--- config.mk ---
export PLATFORM = sky130hd
export DESIGN_NAME = bf_operand_agu_flat
export DESIGN_NICKNAME = d
export VERILOG_FILES = /design/src/rtl/bf_operand_agu_pkg.sv /design/src/rtl/bf_operand_agu_if.sv /design/src/rtl/bf_operand_agu_index.sv /design/src/rtl/bf_operand_agu.sv /design/src/flat_wrapper.sv
export SDC_FILE = /design/constraint.sdc
export NUM_CORES = 1
export LEC_CHECK = 0
export BUFFER_PORTS_ARGS = -buffer_cell sky130_fd_sc_hd__buf_2
export CAP_MARGIN = 20
export CORE_ASPECT_RATIO = 1.1
export CORE_MARGIN = 2
export CORE_UTILIZATION = 49
export DETAILED_ROUTE_END_ITERATION = 8
export PLACE_DENSITY = 0.72
export SYNTH_ARGS = -nofsm -noshare
export SYNTH_HDL_FRONTEND = slang
export SYNTH_SLANG_ARGS = --single-unit
--- constraint.sdc ---
create_clock -name xClock -period 3.25 [get_ports xClock]
set_input_delay 0.65 -clock xClock [delete_from_list [all_inputs] [get_ports xClock]]
set_output_delay 0.65 -clock xClock [all_outputs]
set_load 0.005 [all_outputs]
--- src/rtl/bf_operand_agu_pkg.sv ---
// Shared types and constants for the radix-2 butterfly operand address generator.
// State encodings, per-phase slot positions within the 8-cycle butterfly, default sizes.
package bf_operand_agu_pkg;

  localparam int LOG2N_DEFAULT    = 4;
  localparam int ROW_BITS_DEFAULT = 4;

  typedef enum logic [2:0] {
    ST_IDLE  = 3'd0,
    ST_PRIME = 3'd1,
    ST_RUN   = 3'd2,
    ST_DRAIN = 3'd3,
    ST_DONE  = 3'd4
  } aguState_e;

  // Read slots: the address issued in phase p feeds the butterfly in phase p+1
  localparam logic [2:0] PH_TW_RE  = 3'd0;
  localparam logic [2:0] PH_BI_IM  = 3'd1;
  localparam logic [2:0] PH_TW_IM  = 3'd2;
  localparam logic [2:0] PH_A_RE   = 3'd3;
  localparam logic [2:0] PH_A_IM   = 3'd4;
  localparam logic [2:0] PH_HOLD_A = 3'd5;
  localparam logic [2:0] PH_HOLD_B = 3'd6;
  localparam logic [2:0] PH_BR     = 3'd7;

  // Write slots: r1 of this butterfly, r2 of the previous one
  localparam logic [2:0] PH_WR_R2R = 3'd0;
  localparam logic [2:0] PH_WR_R2I = 3'd1;
  localparam logic [2:0] PH_WR_R1R = 3'd6;
  localparam logic [2:0] PH_WR_R1I = 3'd7;

  function automatic int stageBits(input int log2n);
    return (log2n > 1) ? $clog2(log2n) : 1;
  endfunction

endpackage

--- src/rtl/bf_operand_agu_if.sv ---
// Control/address bundle between the AGU (master) and the RAM/ROM/butterfly side (slave).
// BF_AGU_STATUS_EN adds the xStageIdx/xBflyIdx status outputs.
interface bf_operand_agu_if
  import bf_operand_agu_pkg::*;
#(
  parameter int LOG2N    = LOG2N_DEFAULT,
  parameter int ROW_BITS = ROW_BITS_DEFAULT
);
  localparam int ADDR_BITS  = ROW_BITS + LOG2N + 1;
  localparam int LOG2N_BITS = stageBits(LOG2N);

  logic                 xGo;
  logic [ROW_BITS-1:0]  xRowBase;
  logic [ADDR_BITS-1:0] xRdAddr;
  logic                 xRdTw;
  logic [ADDR_BITS-1:0] xWrAddr;
  logic                 xWrEn;
  logic                 xBfStart;
  logic                 xBfReset;
  logic                 xBfTri;
  logic                 xBusy;
  logic                 xDone;

`ifdef BF_AGU_STATUS_EN
  logic [LOG2N_BITS-1:0] xStageIdx;
  logic [LOG2N-2:0]      xBflyIdx;

  modport master (
    input  xGo, xRowBase,
    output xRdAddr, xRdTw, xWrAddr, xWrEn, xBfStart, xBfReset, xBfTri, xBusy, xDone,
    output xStageIdx, xBflyIdx
  );
  modport slave (
    output xGo, xRowBase,
    input  xRdAddr, xRdTw, xWrAddr, xWrEn, xBfStart, xBfReset, xBfTri, xBusy, xDone,
    input  xStageIdx, xBflyIdx
  );
`else
  modport master (
    input  xGo, xRowBase,
    output xRdAddr, xRdTw, xWrAddr, xWrEn, xBfStart, xBfReset, xBfTri, xBusy, xDone
  );
  modport slave (
    output xGo, xRowBase,
    input  xRdAddr, xRdTw, xWrAddr, xWrEn, xBfStart, xBfReset, xBfTri, xBusy, xDone
  );
`endif

endinterface

--- src/rtl/bf_operand_agu_index.sv ---
// Combinational DIT index unit: (stage, butterfly) -> top index a, bottom index bi, twiddle index.
module bf_agu_index
  import bf_operand_agu_pkg::*;
#(
  parameter int LOG2N      = LOG2N_DEFAULT,
  parameter int LOG2N_BITS = stageBits(LOG2N)
) (
  input  logic [LOG2N_BITS-1:0] stage,
  input  logic [LOG2N-2:0]      bfly,
  output logic [LOG2N-1:0]      a,
  output logic [LOG2N-1:0]      bi,
  output logic [LOG2N-2:0]      tw
);

  logic [LOG2N-1:0] bExt;
  logic [LOG2N-1:0] span;
  logic [LOG2N-1:0] lowBits;
  logic [LOG2N-1:0] highBits;

  // Insert a zero at bit position `stage` of the butterfly number to get a
  always_comb begin
    bExt     = {1'b0, bfly};
    span     = LOG2N'(1) << stage;
    lowBits  = bExt & (span - LOG2N'(1));
    highBits = (bExt & ~(span - LOG2N'(1))) << 1;
    a        = highBits | lowBits;
    bi       = a | span;
    tw       = (LOG2N-1)'(lowBits << (LOG2N - 1 - 32'(stage)));
  end

endmodule

--- src/rtl/bf_operand_agu.sv ---
// Operand/result address sequencer for the 8-cycle radix-2 butterfly; runs one in-place DIT FFT per xGo.
// BF_AGU_STATUS_EN adds xStageIdx/xBflyIdx status outputs on the bus.
module bf_operand_agu
  import bf_operand_agu_pkg::*;
#(
  parameter int LOG2N    = LOG2N_DEFAULT,
  parameter int ROW_BITS = ROW_BITS_DEFAULT
) (
  input logic xClock,
  input logic xReset,
  bf_operand_agu_if.master bus
);

  localparam int ADDR_BITS  = ROW_BITS + LOG2N + 1;
  localparam int LOG2N_BITS = stageBits(LOG2N);
  localparam int HALF       = 1 << (LOG2N - 1);
  localparam logic [LOG2N-2:0]      BFLY_LAST  = (LOG2N-1)'(HALF - 1);
  localparam logic [LOG2N_BITS-1:0] STAGE_LAST = LOG2N_BITS'(LOG2N - 1);

  aguState_e             state, stateNext;
  logic [2:0]            phase, phaseNext;
  logic [LOG2N-2:0]      bfly, bflyNext, idxBfly;
  logic [LOG2N_BITS-1:0] stage, stageNext, idxStage;
  logic [ROW_BITS-1:0]   row;
  logic [LOG2N-1:0]      idxA, idxBi, aHold, biPrev;
  logic [LOG2N-2:0]      idxTw;
  logic                  lastBfly, lastStage, firstBfly, lastSlot;

  logic [ADDR_BITS-1:0]  rdAddr, wrAddr;
  logic                  rdTw, wrEn, bfStart, bfReset, busy, done;

  function automatic logic [ADDR_BITS-1:0] dataAddr(input logic [ROW_BITS-1:0] r,
                                                    input logic [LOG2N-1:0] idx,
                                                    input logic im);
    return {r, idx, im};
  endfunction

  function automatic logic [ADDR_BITS-1:0] twAddr(input logic [LOG2N-2:0] t, input logic im);
    return {{(ROW_BITS + 1){1'b0}}, t, im};
  endfunction

  assign lastBfly  = (bfly == BFLY_LAST);
  assign lastStage = (stage == STAGE_LAST);
  assign firstBfly = (stage == '0) && (bfly == '0);
  assign lastSlot  = lastBfly && lastStage && (phase == PH_BR);

  always_ff @(posedge xClock) begin
    if (!xReset) begin
      state <= ST_IDLE;
      phase <= '0;
      bfly  <= '0;
      stage <= '0;
    end else begin
      state <= stateNext;
      phase <= phaseNext;
      bfly  <= bflyNext;
      stage <= stageNext;
    end
  end

  // Row and the current butterfly's indices are captured before phase 7 retargets the index unit
  always_ff @(posedge xClock) begin
    if (state == ST_IDLE && bus.xGo) row <= bus.xRowBase;
    if (state == ST_RUN && phase == PH_WR_R1R) begin
      aHold  <= idxA;
      biPrev <= idxBi;
    end
  end

  always_comb begin
    stateNext = state;
    phaseNext = phase;
    bflyNext  = bfly;
    stageNext = stage;
    case (state)
      ST_IDLE:  if (bus.xGo) stateNext = ST_PRIME;
      ST_PRIME: stateNext = ST_RUN;
      ST_RUN: begin
        phaseNext = phase + 3'd1;
        if (phase == PH_BR) begin
          bflyNext = bfly + (LOG2N-1)'(1);
          if (lastBfly) begin
            stageNext = lastStage ? '0 : stage + LOG2N_BITS'(1);
            if (lastStage) stateNext = ST_DRAIN;
          end
        end
      end
      ST_DRAIN: begin
        phaseNext = phase + 3'd1;
        if (phase[0]) begin
          phaseNext = '0;
          stateNext = ST_DONE;
        end
      end
      ST_DONE:  stateNext = ST_IDLE;
      default:  stateNext = ST_IDLE;
    endcase
  end

  // Phase 7 looks one butterfly ahead to prefetch the next bottom operand
  assign idxStage = (state == ST_RUN && phase == PH_BR) ? stageNext : stage;
  assign idxBfly  = (state == ST_RUN && phase == PH_BR) ? bflyNext  : bfly;

  bf_agu_index #(
    .LOG2N      (LOG2N),
    .LOG2N_BITS (LOG2N_BITS)
  ) uIndex (
    .stage (idxStage),
    .bfly  (idxBfly),
    .a     (idxA),
    .bi    (idxBi),
    .tw    (idxTw)
  );

  always_comb begin
    rdAddr  = '0;
    rdTw    = 1'b0;
    wrAddr  = '0;
    wrEn    = 1'b0;
    bfStart = 1'b0;
    bfReset = 1'b1;
    busy    = 1'b0;
    done    = 1'b0;
    case (state)
      ST_PRIME: begin
        busy   = 1'b1;
        rdAddr = dataAddr(row, idxBi, 1'b0);
      end
      ST_RUN: begin
        busy    = 1'b1;
        bfReset = 1'b0;
        bfStart = firstBfly && (phase == PH_TW_RE);
        case (phase)
          PH_TW_RE: begin
            rdTw   = 1'b1;
            rdAddr = twAddr(idxTw, 1'b0);
          end
          PH_BI_IM: rdAddr = dataAddr(row, idxBi, 1'b1);
          PH_TW_IM: begin
            rdTw   = 1'b1;
            rdAddr = twAddr(idxTw, 1'b1);
          end
          PH_A_RE:  rdAddr = dataAddr(row, idxA, 1'b0);
          PH_A_IM, PH_HOLD_A, PH_HOLD_B: rdAddr = dataAddr(row, idxA, 1'b1);
          PH_BR:    rdAddr = lastSlot ? dataAddr(row, aHold, 1'b1) : dataAddr(row, idxBi, 1'b0);
        endcase
        case (phase)
          PH_WR_R2R, PH_WR_R2I: begin
            wrEn   = !firstBfly;
            wrAddr = firstBfly ? '0 : dataAddr(row, biPrev, phase[0]);
          end
          PH_WR_R1R: begin
            wrEn   = 1'b1;
            wrAddr = dataAddr(row, idxA, 1'b0);
          end
          PH_WR_R1I: begin
            wrEn   = 1'b1;
            wrAddr = dataAddr(row, aHold, 1'b1);
          end
          default: ;
        endcase
      end
      ST_DRAIN: begin
        busy    = 1'b1;
        bfReset = 1'b0;
        wrEn    = 1'b1;
        wrAddr  = dataAddr(row, biPrev, phase[0]);
      end
      ST_DONE: done = 1'b1;
      default: ;
    endcase
  end

  assign bus.xRdAddr  = rdAddr;
  assign bus.xRdTw    = rdTw;
  assign bus.xWrAddr  = wrAddr;
  assign bus.xWrEn    = wrEn;
  assign bus.xBfStart = bfStart;
  assign bus.xBfReset = bfReset;
  assign bus.xBfTri   = ~wrEn;
  assign bus.xBusy    = busy;
  assign bus.xDone    = done;

`ifdef BF_AGU_STATUS_EN
  assign bus.xStageIdx = busy ? stage : '0;
  assign bus.xBflyIdx  = busy ? bfly  : '0;
`endif

endmodule

--- src/flat_wrapper.sv ---
// flat-port wrapper written by rule: the top's interface ports become plain ports
module bf_operand_agu_flat import bf_operand_agu_pkg::*;
#(
  parameter int LOG2N    = LOG2N_DEFAULT,
  parameter int ROW_BITS = ROW_BITS_DEFAULT
)
  (xClock, xReset, bus_xGo, bus_xRowBase, bus_xRdAddr, bus_xRdTw, bus_xWrAddr, bus_xWrEn, bus_xBfStart, bus_xBfReset, bus_xBfTri, bus_xBusy, bus_xDone);
  bf_operand_agu_if #(.LOG2N(LOG2N), .ROW_BITS(ROW_BITS)) bus_i ();
  input logic xClock;
  input logic xReset;
  input wire logic [$bits(bus_i.xGo)-1:0] bus_xGo;
  input wire logic [$bits(bus_i.xRowBase)-1:0] bus_xRowBase;
  output wire logic [$bits(bus_i.xRdAddr)-1:0] bus_xRdAddr;
  output wire logic [$bits(bus_i.xRdTw)-1:0] bus_xRdTw;
  output wire logic [$bits(bus_i.xWrAddr)-1:0] bus_xWrAddr;
  output wire logic [$bits(bus_i.xWrEn)-1:0] bus_xWrEn;
  output wire logic [$bits(bus_i.xBfStart)-1:0] bus_xBfStart;
  output wire logic [$bits(bus_i.xBfReset)-1:0] bus_xBfReset;
  output wire logic [$bits(bus_i.xBfTri)-1:0] bus_xBfTri;
  output wire logic [$bits(bus_i.xBusy)-1:0] bus_xBusy;
  output wire logic [$bits(bus_i.xDone)-1:0] bus_xDone;
  assign bus_i.xGo = bus_xGo;
  assign bus_i.xRowBase = bus_xRowBase;
  assign bus_xRdAddr = bus_i.xRdAddr;
  assign bus_xRdTw = bus_i.xRdTw;
  assign bus_xWrAddr = bus_i.xWrAddr;
  assign bus_xWrEn = bus_i.xWrEn;
  assign bus_xBfStart = bus_i.xBfStart;
  assign bus_xBfReset = bus_i.xBfReset;
  assign bus_xBfTri = bus_i.xBfTri;
  assign bus_xBusy = bus_i.xBusy;
  assign bus_xDone = bus_i.xDone;
  bf_operand_agu #(.LOG2N(LOG2N), .ROW_BITS(ROW_BITS)) u_core (.xClock(xClock), .xReset(xReset), .bus(bus_i));
endmodule
# Word-level counts from Yosys, hierarchy flattened
# Index checks and enable logic that the tools add are counted.
dict set report totals {
  reg_bits 23
  input_bits 7
  out_inout_bits 25
}
dict set report op_classes {
  add_sub_neg 5
  n_eq_ne 18
  n_shift 2
  muxes 30
  bitwise_logic 6
  n_reduce_logical 20
}
# cell n
set op_table {}
lappend op_table {{9-bit case mux with 6 select lines} 1}
lappend op_table {{9-bit case mux with 2 select lines} 2}
lappend op_table {{4-bit by 32-bit << shifter with 3-bit output} 1}
lappend op_table {{3-bit two-way mux} 9}
lappend op_table {{9-bit case mux with 3 select lines} 1}
lappend op_table {{3-bit equality test (second input constant)} 6}
lappend op_table {{3-bit by 2-bit equality test with 1-bit output (second input constant)} 4}
lappend op_table {{3-bit case mux with 4 select lines} 1}
lappend op_table {{2-bit two-way mux} 5}
lappend op_table {{3-bit zero test} 3}
lappend op_table {{9-bit two-way mux} 1}
lappend op_table {{4-bit bitwise OR} 2}
lappend op_table {{2-bit OR reduction} 4}
lappend op_table {{1-bit logical AND} 7}
lappend op_table {{3-bit by 1-bit adder with 3-bit output (second input constant)} 2}
lappend op_table {{3-bit by 1-bit equality test with 1-bit output (second input constant)} 2}
lappend op_table {{1-bit two-way mux} 6}
lappend op_table {{2-bit by 1-bit != test with 1-bit output (second input constant)} 3}
lappend op_table {{3-bit case mux with 2 select lines} 1}
lappend op_table {{3-bit OR reduction} 2}
lappend op_table {{5-bit two-way mux} 1}
lappend op_table {{5-bit AND reduction} 1}
lappend op_table {{3-bit by 4-bit bitwise AND with 4-bit output} 1}
lappend op_table {{2-bit != test (second input constant)} 2}
lappend op_table {{other kinds (12)} 13}

# Logic depth before layout (Yosys ltp)
# Gate-level depths: netlist of run 1.
dict set report depth {
  ltp_word 15
  ltp_mapped 9
  mapped_depth_nobuf 7
}

# Hierarchy
# A second synthesis of run 1 with hierarchy kept.
dict set report hier_totals {
  cells_unflattened 173
  hier_area_um2 1614.0
}
# mod n_inst cells_per_inst area_per_inst_um2
set modules_own_cells {}
lappend modules_own_cells {bf_operand_agu 1 152 1473.9}
lappend modules_own_cells {bf_agu_index 1 21 140.1}

# Worst setup path after synthesis of run 1
# Ideal clock, no wire load.
dict set report synth_timing {
  path_type {reg-to-output}
  start {register u_core.phase[0]}
  end {output port bus_xRdAddr[3]}
  arrival_time_ns 2.092
  t_required_ns 2.600
  setup_slack_ns 0.508
  stages_incl_launch_ff 10
  path_cell_list {dfxtp_1 > ha_1 > ha_1 > clkbuf_2 > and4bb_4 > buf_12 > mux2_4 > o21ai_2 > nand4_1 > a221o_1}
}
dict set report synth_between {
  elab_chain_len 13
  elab_cells_between_ends 29
}
# element line_no
set synth_lines {}
lappend synth_lines {{from (decl)} bf_operand_agu.sv:21} ;# logic [2:0] phase, phaseNext;
lappend synth_lines {{from (signal assigned)} bf_operand_agu.sv:55} ;# phase <= phaseNext;
lappend synth_lines {{3-bit equality test} --}
lappend synth_lines {{2-bit two-way mux} bf_operand_agu.sv:80} ;# if (phase == PH_BR) begin
lappend synth_lines {{2-bit two-way mux} bf_operand_agu.sv:75} ;# case (state)
lappend synth_lines {{2-bit two-way mux} bf_operand_agu.sv:101} ;# assign idxStage = (state == ST_RUN && phase == PH_BR) ? stageNext : stage;
lappend synth_lines {{1-bit by 2-bit << shifter with 4-bit output} bf_operand_agu_index.sv:23} ;# span = LOG2N'(1) << stage;
lappend synth_lines {{4-bit by 1-bit subtractor with 4-bit output} bf_operand_agu_index.sv:25} ;# highBits = (bExt & ~(span - LOG2N'(1))) << 1;
lappend synth_lines {{3-bit NOT} bf_operand_agu_index.sv:25}
lappend synth_lines {{3-bit bitwise AND} bf_operand_agu_index.sv:25}
lappend synth_lines {{4-bit bitwise OR} bf_operand_agu_index.sv:26} ;# a = highBits | lowBits;
lappend synth_lines {{4-bit bitwise OR} bf_operand_agu_index.sv:27} ;# bi = a | span;
lappend synth_lines {{5-bit two-way mux} bf_operand_agu.sv:145} ;# PH_BR: rdAddr = lastSlot ? dataAddr(row, aHold, 1'b1) : dataAddr(row, idxBi, 1'b0);
lappend synth_lines {{9-bit case mux with 6 select lines} bf_operand_agu.sv:133} ;# case (phase)
lappend synth_lines {{9-bit case mux with 2 select lines (*)} bf_operand_agu.sv:124} ;# case (state)
lappend synth_lines {{to (decl)} flat_wrapper.sv:13} ;# output wire logic [$bits(bus_i.xRdAddr)-1:0] bus_xRdAddr;
# Mark *: on every way between the ends. The rest lies on a longest branch, timed or not.

# Worst setup path in the final report of run 1
# Ends and elaborated chain as after synthesis.

==> results of run 1 <==
-- path summary, 6_finish.rpt --
| check | startpoint | to | depth (start not counted) |
|---|---|---|---|
| worst min register to register | u_core.phase[0] | u_core.state[2] | 2 |
| worst max register to register | u_core.phase[0] | u_core.aHold[1] | 7 |
| worst max-delay path | u_core.phase[0] | bus_xRdAddr[3] | 8 |
| worst min-delay path | u_core.phase[0] | u_core.state[2] | 2 |
-- cells in the mapped netlist, types with 3 or more instances --
cell type | number | share of area
a21oi_1 | 9 | 0.024
nor3_1 | 9 | 0.024
inv_1 | 12 | 0.024
nand4_1 | 3 | 0.010
nor2_1 | 16 | 0.032
a22oi_1 | 4 | 0.016
o21ai_0 | 15 | 0.040
edfxtp_1 | 12 | 0.19
nand2_1 | 17 | 0.034
nand3_1 | 8 | 0.021
dfxtp_1 | 11 | 0.12
o21a_1 | 3 | 0.012
ha_1 | 12 | 0.080
and2_1 | 15 | 0.050
nand2b_1 | 3 | 0.010
a32o_1 | 3 | 0.016
xnor2_1 | 3 | 0.014
clkbuf_1 | 5 | 0.010
and3_1 | 3 | 0.010
-- worst reg2reg max path: stages, from the launching register on --
cell and delay, ns:
dfxtp_2 0.36, ha_1 0.23, ha_2 0.21, and4bb_4 0.24
buf_4 0.17, a211oi_2 0.37, o21ai_0 0.18, o21ai_1 0.21
-- power by group through the flow --
| stage | logic (uW) | clock network, uW | registers (uW) |
|---|---|---|---|
| floorplan | 70.3 | 0 | 323 |
| global placement | 95.7 | 0 | 326 |
| detailed placement | 96.3 | 0 | 327 |
| CTS | 96.7 | 181 | 321 |
| global route | 110 | 193 | 324 |
| finish | 97.1 | 177 | 322 |
-- registers in the layout, indices dropped and copies added, names as in the netlist --
signal and flops:
u_core.state 3, u_core.phase 3, u_core.stage 2, u_core.row 4
u_core.bfly 3, u_core.biPrev 4, u_core.aHold 4
-- cell families after synthesis --
| family | Yosys count | synth area share |
|---|---|---|
| xor gates and xnor gates | 3 | 0.01402 |
| adders and majority gates | 12 | 0.08010 |
| buffers and inverters | 23 | 0.06475 |
| AOI/OAI and AO/OA | 58 | 0.2183 |
| DFF | 23 | 0.3097 |
| muxes | 5 | 0.03271 |
| and+or+nand+nor | 93 | 0.2804 |
-- per-stage QoR --
| stage | util | setup WS [ns] | power [uW] | hold WS, ns | instances |
|---|---|---|---|---|---|
| CTS | 0.5844 | 0.04402 | 599.1 | 0.5415 | 301 |
| finish | 0.5899 | 0.09863 | 596.8 | 0.4995 | 301 |
| global route | 0.5899 | 0.007238 | 627.6 | 0.5303 | 301 |
| detailed placement | 0.5659 | 0.2627 | 423.5 | 0.5257 | 294 |
| floorplan | - | 0.5080 | 393.5 | 0.4855 | 217 |
| global placement | 0.5659 | 0.3296 | 422.1 | 0.5230 | 294 |
-- layer usage --
metal | vias to the layer above | GRT usage
li1 | 860 | -
met1 | 816 | 0.3260
met2 | 80 | 0.3577
met3 | 15 | 0.03571
met4 | 0 | 0.06389
met5 | - | 0
-- layout make-up --
class	instances	area, um2
timing repair buffer	41	230.2
clock buffer	4	45.04
sequential	23	583.1
inverter	12	45.04
fill	358	1499
tap	50	62.56
multi-input combinational	171	1190
-- repair_timing --
action | 4_1_cts | 5_1_grt
buffers inserted | 3 | 0
resized for setup | 0 | 8
endpoints found under the setup margin | 1 | 7
cloned | 0 | 0
hold endpoints to repair | 0 | 0
==> results.tsv, run 1 <==
stage	metric	value	unit
routing	wl_met3	374	um
cells_and_area	fin_area	2156	um2
logic_synthesis	async_reset_ff_frac	0	
cells_and_area	syn_to_final_growth	15.02	%
sta	maxClockFrequency	317.3	MHz
sta	min_period	3.151	ns
cells_and_area	fin_nets	271	
logic_synthesis	synthesis.nets	236	
clock_network	clk_pin_slew	0.08	ns
power_and_ir_drop	p_switching	157.8	uW
routing	dr_wl_met2	2.168	mm
placed_design	placed_area	2068	um2
routing	route.top_layer_used	met4	
cells_and_area	drive_gt1_frac	0.2590	
critical_path	crit_path_end_kind	primary output	
floorplan	dieArea	4336	um2
global_route	overflow	0	
routing	drc_errors	0	
logic_synthesis	synth_cell_type_count	59	
critical_path	crit_type	flip-flop to primary output	
routing	ant_nets	0	
clock_network	cts_buffers	3	
global_route	grt_max_degree	19	
logic_synthesis	syn_avg_cell_area	8.637	um2
clock_network	ctsHoldBuffers	0	
critical_path	crit_chain	ha_1 > ha_2 > and4bb_4 > mux2_2 > nand3_1 > nand4_1 > a221o_1 > buf_2	
global_route	grt_pass1_wl	7.679	mm
outcome	outcome	completed	
critical_path	worst-path-buf-inv	1	
power_and_ir_drop	clock_power_share	0.297	
clock_network	cts_tree	done	
critical_path	path_max_fanout	7	
logic_synthesis	ys.flop_type	edfxtp_1	
job	max-cap-violations	0	
routing	wl	4.799	mm
critical_path	start_kind	flip-flop	
global_route	grt_pass1_vias	1546	
critical_path	critPathTopFamily	simple AND/OR/NAND/NOR gates	
routing	firstDrtPassIters	5	
placed_design	hpwl	3.531	mm
power_and_ir_drop	max-vdd-ir-drop	165.1	uV
critical_path	cp.arrival	2.50	ns
clock_network	htreeDepth	1	
power_and_ir_drop	p_per_area	276.8	nW/um2
logic_synthesis	yosys_warnings	0	
sta	finalCritPeriodShare	0.9697	
power_and_ir_drop	p_sw_frac	0.2644	
critical_path	crit_path_top_delay_cell	dfxtp_2	
floorplan	die_h	68.87	um
clock_network	clock_sinks	23	
placed_design	place_congestion	0.9199	
floorplan	core	3655	um2
cells_and_area	mostFrequentLayoutCells	buf_2, nand2_1, nor2_1	
routing	routed_via_density	5.884	
sta	finalClockSkew	0.003171	ns
logic_synthesis	syn_area	1874	um2
power_and_ir_drop	pwr-share-seq	0.540	
sta	maxSlewViolCount	0	
routing	num_vias	1771	
floorplan	die_w	62.97	um
critical_path	ff2ff_setup_slack	1.09	ns
logic_synthesis	synth_edf_count	12	
logic_synthesis	syn_inst	217	
sta	relSlewSlack	0.4423	
clock_network	cts-root-buf	clkbuf_8	
cells_and_area	layout_commonest_cell	buf_2	
global_route	track_usage	0.2277	
critical_path	crit_required	2.60	ns
routing	drt_iter0_markers	113	
power_and_ir_drop	p_leak	0.0009307	uW
routing	wl_per_cell	15.94	um
routing	met1_length	2.139	mm
clock_network	clkLatencyLatePin	0.26	ns
hold_path	hp-class	flip-flop to flip-flop	
sta	hold_viol_final	0	
power_and_ir_drop	p_int	439.0	uW
clock_network	cts_buffer_depth	2	
sta	setup_viol	0	
sta	rsz0062_at_grt	false	
floorplan	initial_core_util	0.5128	
logic_synthesis	seq_area_frac_synth	0.3097	
placed_design	port-buffer-count	31	
cells_and_area	diodes	0	
sta	worstMarginPinSlew	0.8249	ns
global_route	antenna_found_initial	0	
logic_synthesis	ys_ff_latch	23	
floorplan	rows	23	
critical_path	crit_path_max_incr_delay	0.39	ns
floorplan	io_pins	32	
power_and_ir_drop	combinationalPowerShare	0.163	
sta	setup_tns	0	ns
Note: power is estimated with default switching activity, not from simulation.
==> run 2: changes to the inputs <==
==> constraint.sdc (replaced) <==
create_clock -name xClock -period 3.9 [get_ports xClock]
set_input_delay 0.78 -clock xClock [delete_from_list [all_inputs] [get_ports xClock]]
set_output_delay 0.78 -clock xClock [all_outputs]
set_load 0.005 [all_outputs]
==> run 2 against run 1 <==
- first-iteration DRC count rose by 7.1%
- power fell by 16%
- final cell count fell by 2.3%
- setup slack improved by 0.25 ns
- critical path depth fell by 1
- clock power fell by 14%
==> results.tsv, run 2 (synthesis gave the netlist of run 1 again) <==
stage	metric	value	unit
routing	drt_iter0_markers	121	
cells_and_area	fin_nets	264	
critical_path	path_max_fanout	7	
placed_design	place_congestion	1.022	
sta	setup_tns	0	ns
sta	finalClockSkew	0.002072	ns
floorplan	io_pins	32	
routing	ant_nets	0	
sta	setup_slack	0.3445	ns
routing	wl	4.643	mm
power_and_ir_drop	p_per_area	240.6	nW/um2
power_and_ir_drop	max-vdd-ir-drop	144.1	uV
clock_network	clk_pin_slew	0.08	ns
placed_design	port-buffer-count	31	
critical_path	ff2ff_setup_slack	1.46	ns
hold_path	hp-class	flip-flop to flip-flop	
global_route	grt_pass1_wl	7.445	mm
cells_and_area	layout_commonest_cell	buf_2	
global_route	antenna_found_initial	0	
job	max-cap-violations	0	
clock_network	cts_buffers	3	
critical_path	worst-r2r-cell-count	6	
clock_network	clkLatencyLatePin	0.26	ns
global_route	grt_pass1_vias	1519	
sta	worstMarginPinSlew	0.8417	ns
critical_path	crit_path_max_incr_delay	0.63	ns
clock_network	cts_resized	0	
critical_path	setup.worst_path.start	u_core.phase[0]	
critical_path	cp_common_cell	ha_1	
floorplan	dieArea	4336	um2
clock_network	post-cts-setup-buffer-count	0	
clock_network	cts-root-buf	clkbuf_8	
power_and_ir_drop	p_leak	0.0008951	uW
placed_design	pre_cts_ws	0.7295	ns
critical_path	crit_required	3.12	ns
placed_design	hpwl	3.544	mm
sta	rsz0062_at_grt	false	
critical_path	cp.arrival	2.78	ns
outcome	outcome	completed	
cells_and_area	drive_gt1_frac	0.2131	
floorplan	rows	23	
cells_and_area	diodes	0	
floorplan	core	3655	um2
sta	finalCritPeriodShare	0.9117	
sta	maxSlewViolCount	0	
clock_network	ctsHoldBuffers	0	
floorplan	initial_core_util	0.5128	
clock_network	cts_tree	done	
critical_path	crit_chain	ha_1 > ha_1 > nand4bb_1 > nor4_1 > o311ai_0 > a32o_1 > buf_2	
floorplan	die_h	68.87	um
sta	min_period	3.556	ns
sta	relSlewSlack	0.4310	
critical_path	r2r-start	u_core.phase[0]	
floorplan	die_w	62.97	um
cells_and_area	final_cells	294	
routing	firstDrtPassIters	5	
critical_path	regToRegEndpoint	u_core.aHold[1]	
cells_and_area	mostFrequentLayoutCells	buf_2, nand2_1, nor2_1	
sta	fin_hold_ws	0.5452	ns
global_route	grt_max_degree	19	
routing	wl_per_cell	15.79	um
sta	hold_viol_final	0	
clock_network	clock_sinks	23	
critical_path	endpoint	bus_xRdAddr[1]	
critical_path	start_kind	flip-flop	
critical_path	crit_type	flip-flop to primary output	
routing	routed_via_density	5.881	
critical_path	crit_path_top_delay_cell	nor4_1	
critical_path	crit_path_end_kind	primary output	
placed_design	place_inst	290	
cells_and_area	top_regs	u_core.aHold x4, u_core.biPrev x4, u_core.row x4	
clock_network	htreeDepth	1	
routing	num_vias	1729	
clock_network	cts_buffer_depth	2	
routing	drc_errors	0	
sta	maxClockFrequency	281.3	MHz
global_route	overflow	0	
global_route	track_usage	0.2233	
cells_and_area	syn_to_final_growth	11.15	%
sta	setup_viol	0	
power_and_ir_drop	total_power	501.2	uW
## run 2: metrics by stage
stage            util  cell area, um2
2_1_floorplan       -            1874
3_3_place_gp   0.5577            2038
3_5_place_dp   0.5577            2038
4_1_cts        0.5700            2083
5_1_grt        0.5700            2083
6_report       0.5700            2083
## run 2: worst max-delay path: cells and delay by family (launching register included)
family	cells	cell delay, ns
adders and majority gates	2	0.48
AOI/OAI and AO/OA	2	0.58
and+or+nand+nor	2	0.88
DFF	1	0.45
buffers and inverters	1	0.12
## run 2: how the worst min path moves through the flow
| stage | start | endpoint | slack (ns) | cells after the start |
|---|---|---|---|---|
| 4_1_cts | u_core.phase[0] | u_core.state[2] | 0.55 | 2 |
| 3_3_place_gp | u_core.phase[0] | u_core.state[2] | 0.51 | 2 |
| 6_report | u_core.phase[0] | u_core.state[2] | 0.55 | 2 |
| 3_5_place_dp | u_core.phase[0] | u_core.state[2] | 0.53 | 2 |
| 2_1_floorplan | u_core.phase[0] | u_core.state[2] | 0.49 | 2 |
| 5_1_grt | u_core.phase[0] | u_core.state[2] | 0.61 | 2 |
## run 2: metal layers
metal | vias up | global-route usage | share of wire
met5 | - | 0 | 0
met4 | 0 | 0.05556 | 0.0071
met3 | 4 | 0.01948 | 0.076
met2 | 72 | 0.3684 | 0.47
met1 | 804 | 0.3189 | 0.44
li1 | 849 | - | -
## run 2: cell type report
cell class	count	area [um2]
multi-input cells	171	1172
well taps	50	62.56
inverters	12	45.04
fillers	361	1572
repair buffers	34	177.7
flip-flops and latches	23	580.6
clock buffers	4	45.04
## run 2: power breakdown
| part | total [uW] | internal [uW] | switching [uW] |
|---|---|---|---|
| Clock | 152 | 73.0 | 78.5 |
| Combinational | 82.0 | 32.0 | 50.0 |
| Sequential | 268 | 260 | 7.30 |
| Total | 501 | 365 | 136 |
==> run 3: changes to the inputs <==
--- a/config.mk
+++ b/config.mk
@@ -5,13 +5,14 @@
 export SDC_FILE = /design/constraint.sdc
 export NUM_CORES = 1
 export LEC_CHECK = 0
+export ABC_AREA = 1
 export BUFFER_PORTS_ARGS = -buffer_cell sky130_fd_sc_hd__buf_2
 export CAP_MARGIN = 20
 export CORE_ASPECT_RATIO = 1.1
 export CORE_MARGIN = 2
-export CORE_UTILIZATION = 49
+export CORE_UTILIZATION = 45
 export DETAILED_ROUTE_END_ITERATION = 8
-export PLACE_DENSITY = 0.72
+export PLACE_DENSITY = 0.68
 export SYNTH_ARGS = -nofsm -noshare
 export SYNTH_HDL_FRONTEND = slang
 export SYNTH_SLANG_ARGS = --single-unit
==> run 3 against run 2 <==
- worst hold slack improved by 0.034 ns
- first-iteration DRC count decreased by 25%
- wire length decreased by 10%
- non-clock buffer count decreased by 2
- area after synthesis decreased by 5.0%
==> results.tsv, run 3 <==
stage	metric	value	unit
outcome	outcome	completed	
sta	finalCritPeriodShare	0.8612	
routing	ant_nets	0	
sta	rsz0062_at_grt	false	
sta	min_period	3.359	ns
power_and_ir_drop	p_per_area	396.9	nW/um2
sta	setup_viol	0	
logic_synthesis	yosys-top-cells-area	edfxtp_1, nand2_1, dfxtp_1	
logic_synthesis	ys_ff_latch	23	
floorplan	die_h	69.97	um
critical_path	cp_common_cell	nand2_1	
cells_and_area	mostFrequentLayoutCells	nand2_1, nor2_1, buf_2	
global_route	overflow	0	
logic_synthesis	seq_area_frac_synth	0.3261	
clock_network	cts_buffers	3	
critical_path	crit_path_max_incr_delay	0.43	ns
global_route	grt_max_degree	15	
placed_design	hpwl	3.351	mm
cells_and_area	fin_nets	320	
floorplan	dieArea	4476	um2
routing	drt_iter0_markers	91	
floorplan	rows	23	
critical_path	crit_chain	ha_1 > ha_1 > nand2_1 > inv_2 > nand3_2 > nand2_1 > nand2_2 > nor2_2 > nand2_1 > o21ai_0 > nand2_1 > nand2_1 > inv_1 > nand2_1 > buf_2	
logic_synthesis	synth_area_leader_cell	edfxtp_1	
global_route	grt_pass1_vias	1577	
placed_design	pre_cts_ws	0.8638	ns
logic_synthesis	syn_inst	268	
clock_network	cts_buffer_depth	2	
clock_network	cts_resized	0	
placed_design	port-buffer-count	31	
global_route	track_usage	0.1963	
sta	finalClockSkew	0.01025	ns
cells_and_area	diodes	0	
sta	setup_tns	0	ns
hold_path	hp-class	flip-flop to flip-flop	
sta	worstMarginPinSlew	0.6500	ns
logic_synthesis	synthesis.nets	287	
clock_network	post-cts-setup-buffer-count	0	
sta	hold_viol_final	0	
routing	num_vias	1701	
clock_network	ctsHoldBuffers	0	
routing	routed_via_density	4.860	
clock_network	clk_pin_slew	0.10	ns
clock_network	cts_tree	done	
cells_and_area	drive_gt1_frac	0.2200	
routing	wl_per_cell	11.93	um
cells_and_area	fillers	373	
placed_design	place_congestion	0.8611	
critical_path	critPathTopFamily	simple AND/OR/NAND/NOR gates	
floorplan	die_w	63.98	um
logic_synthesis	ys.flop_type	edfxtp_1	
logic_synthesis	synth_commonest_cells	nand2_1, nor2_1, inv_1	
critical_path	path_max_fanout	12	
global_route	grt_pass1_wl	7.107	mm
job	max-cap-violations	0	
cells_and_area	multi_input_area	1018	um2
cells_and_area	seqCellArea	580.6	um2
critical_path	crit_type	flip-flop to primary output	
critical_path	crit_required	3.12	ns
clock_network	clkLatencyLatePin	0.28	ns
critical_path	crit_path_top_delay_cell	dfxtp_1	
critical_path	worst-path-buf-inv	3	
logic_synthesis	syn_avg_cell_area	6.644	um2
floorplan	io_pins	32	
logic_synthesis	syn_area	1780	um2
routing	wl	4.176	mm
power_and_ir_drop	p_leak	0.001086	uW
power_and_ir_drop	total_power	802.5	uW
clock_network	htreeDepth	1	
clock_network	clock_sinks	23	
critical_path	cp.arrival	2.58	ns
logic_synthesis	yosys_warnings	0	
routing	drc_errors	0	
logic_synthesis	synth_top_cell_area_share	0.2024	
logic_synthesis	async_reset_ff_frac	0	
critical_path	start_kind	flip-flop	
floorplan	core	3712	um2
critical_path	crit_path_end_kind	primary output	
sta	maxClockFrequency	297.7	MHz
power_and_ir_drop	max-vdd-ir-drop	282.7	uV
logic_synthesis	synth_edf_count	12	
sta	relSlewSlack	0.5651	
logic_synthesis	synth_most_common_cell	nand2_1	
logic_synthesis	synth_cell_type_count	24	
cells_and_area	syn_to_final_growth	13.56	%
sta	maxSlewViolCount	0	
sta	setup_slack	0.5412	ns
clock_network	cts-root-buf	clkbuf_8	
floorplan	initial_core_util	0.4796	
routing	firstDrtPassIters	4	
cells_and_area	top_regs	u_core.aHold x4, u_core.biPrev x4, u_core.row x4	
global_route	antenna_found_initial	0	
cells_and_area	layout_commonest_cell	nand2_1	
run 3: final cells by class:
class                   count  share of cell area
clock buffers               3             0.02042
clock inverters             1            0.003713
well taps                  50             0.03094
multi-input cells         202              0.5037
flip-flops and latches     23              0.2871
inverters                  39             0.07364
repair buffers             32             0.08045
run 3: where the power goes:
group | internal (uW) | total [uW] | switching [uW]
Sequential | 280 | 312 | 31.1
Clock | 72.8 | 164 | 91.3
Combinational | 110 | 327 | 217
Total | 463 | 802 | 339
run 3: path summary, 6_finish.rpt:
| path | startpoint | end | slack [ns] | cells past startpoint |
|---|---|---|---|---|
| worst max-delay path | u_core.phase[0] | bus_xRdAddr[2] | 0.54 | 15 |
| worst min-delay path | u_core.phase[0] | u_core.phase[0] | 0.58 | 2 |
| worst max register to register | u_core.phase[0] | u_core.biPrev[1] | 1.75 | 9 |
| worst min register to register | u_core.phase[0] | u_core.phase[0] | 0.58 | 2 |
run 3: per-stage QoR:
step                instance area [um2]  hold WS [ns]    util  cells
floorplan                          1780        0.5153       -    268
global placement                   1973        0.5544  0.5315    346
detailed placement                 1973        0.5701  0.5315    346
CTS                                2022        0.5833  0.5447    350
global route                       2022        0.6088  0.5447    350
finish                             2022        0.5789  0.5447    350
run 3: cells by family (layout without fill, tap and decap cells):
family | count (synthesis) | after routing | synth area share
AO/OA/AOI/OAI | 22 | 22 | 0.06606
adder cells (fa/ha/maj) | 12 | 12 | 0.08433
buffers and inverters | 43 | 75 | 0.1019
flip-flops | 23 | 23 | 0.3261
AND/OR/NAND/NOR | 168 | 168 | 0.4216
run 3: per-layer routing:
metal  GRT usage  vias to the layer above  part of all wire
met4     0.06522                        0             0.016
li1            -                      908                 -
met2      0.3264                       34              0.47
met1      0.2641                      752              0.48
met3     0.01932                        7             0.037
met5           0                        -                 0
run 3: worst min-delay path, stage by stage (launching register included):
cell and delay, ns:
dfxtp_1 0.37, nor2_1 0.12, nor3_1 0.05
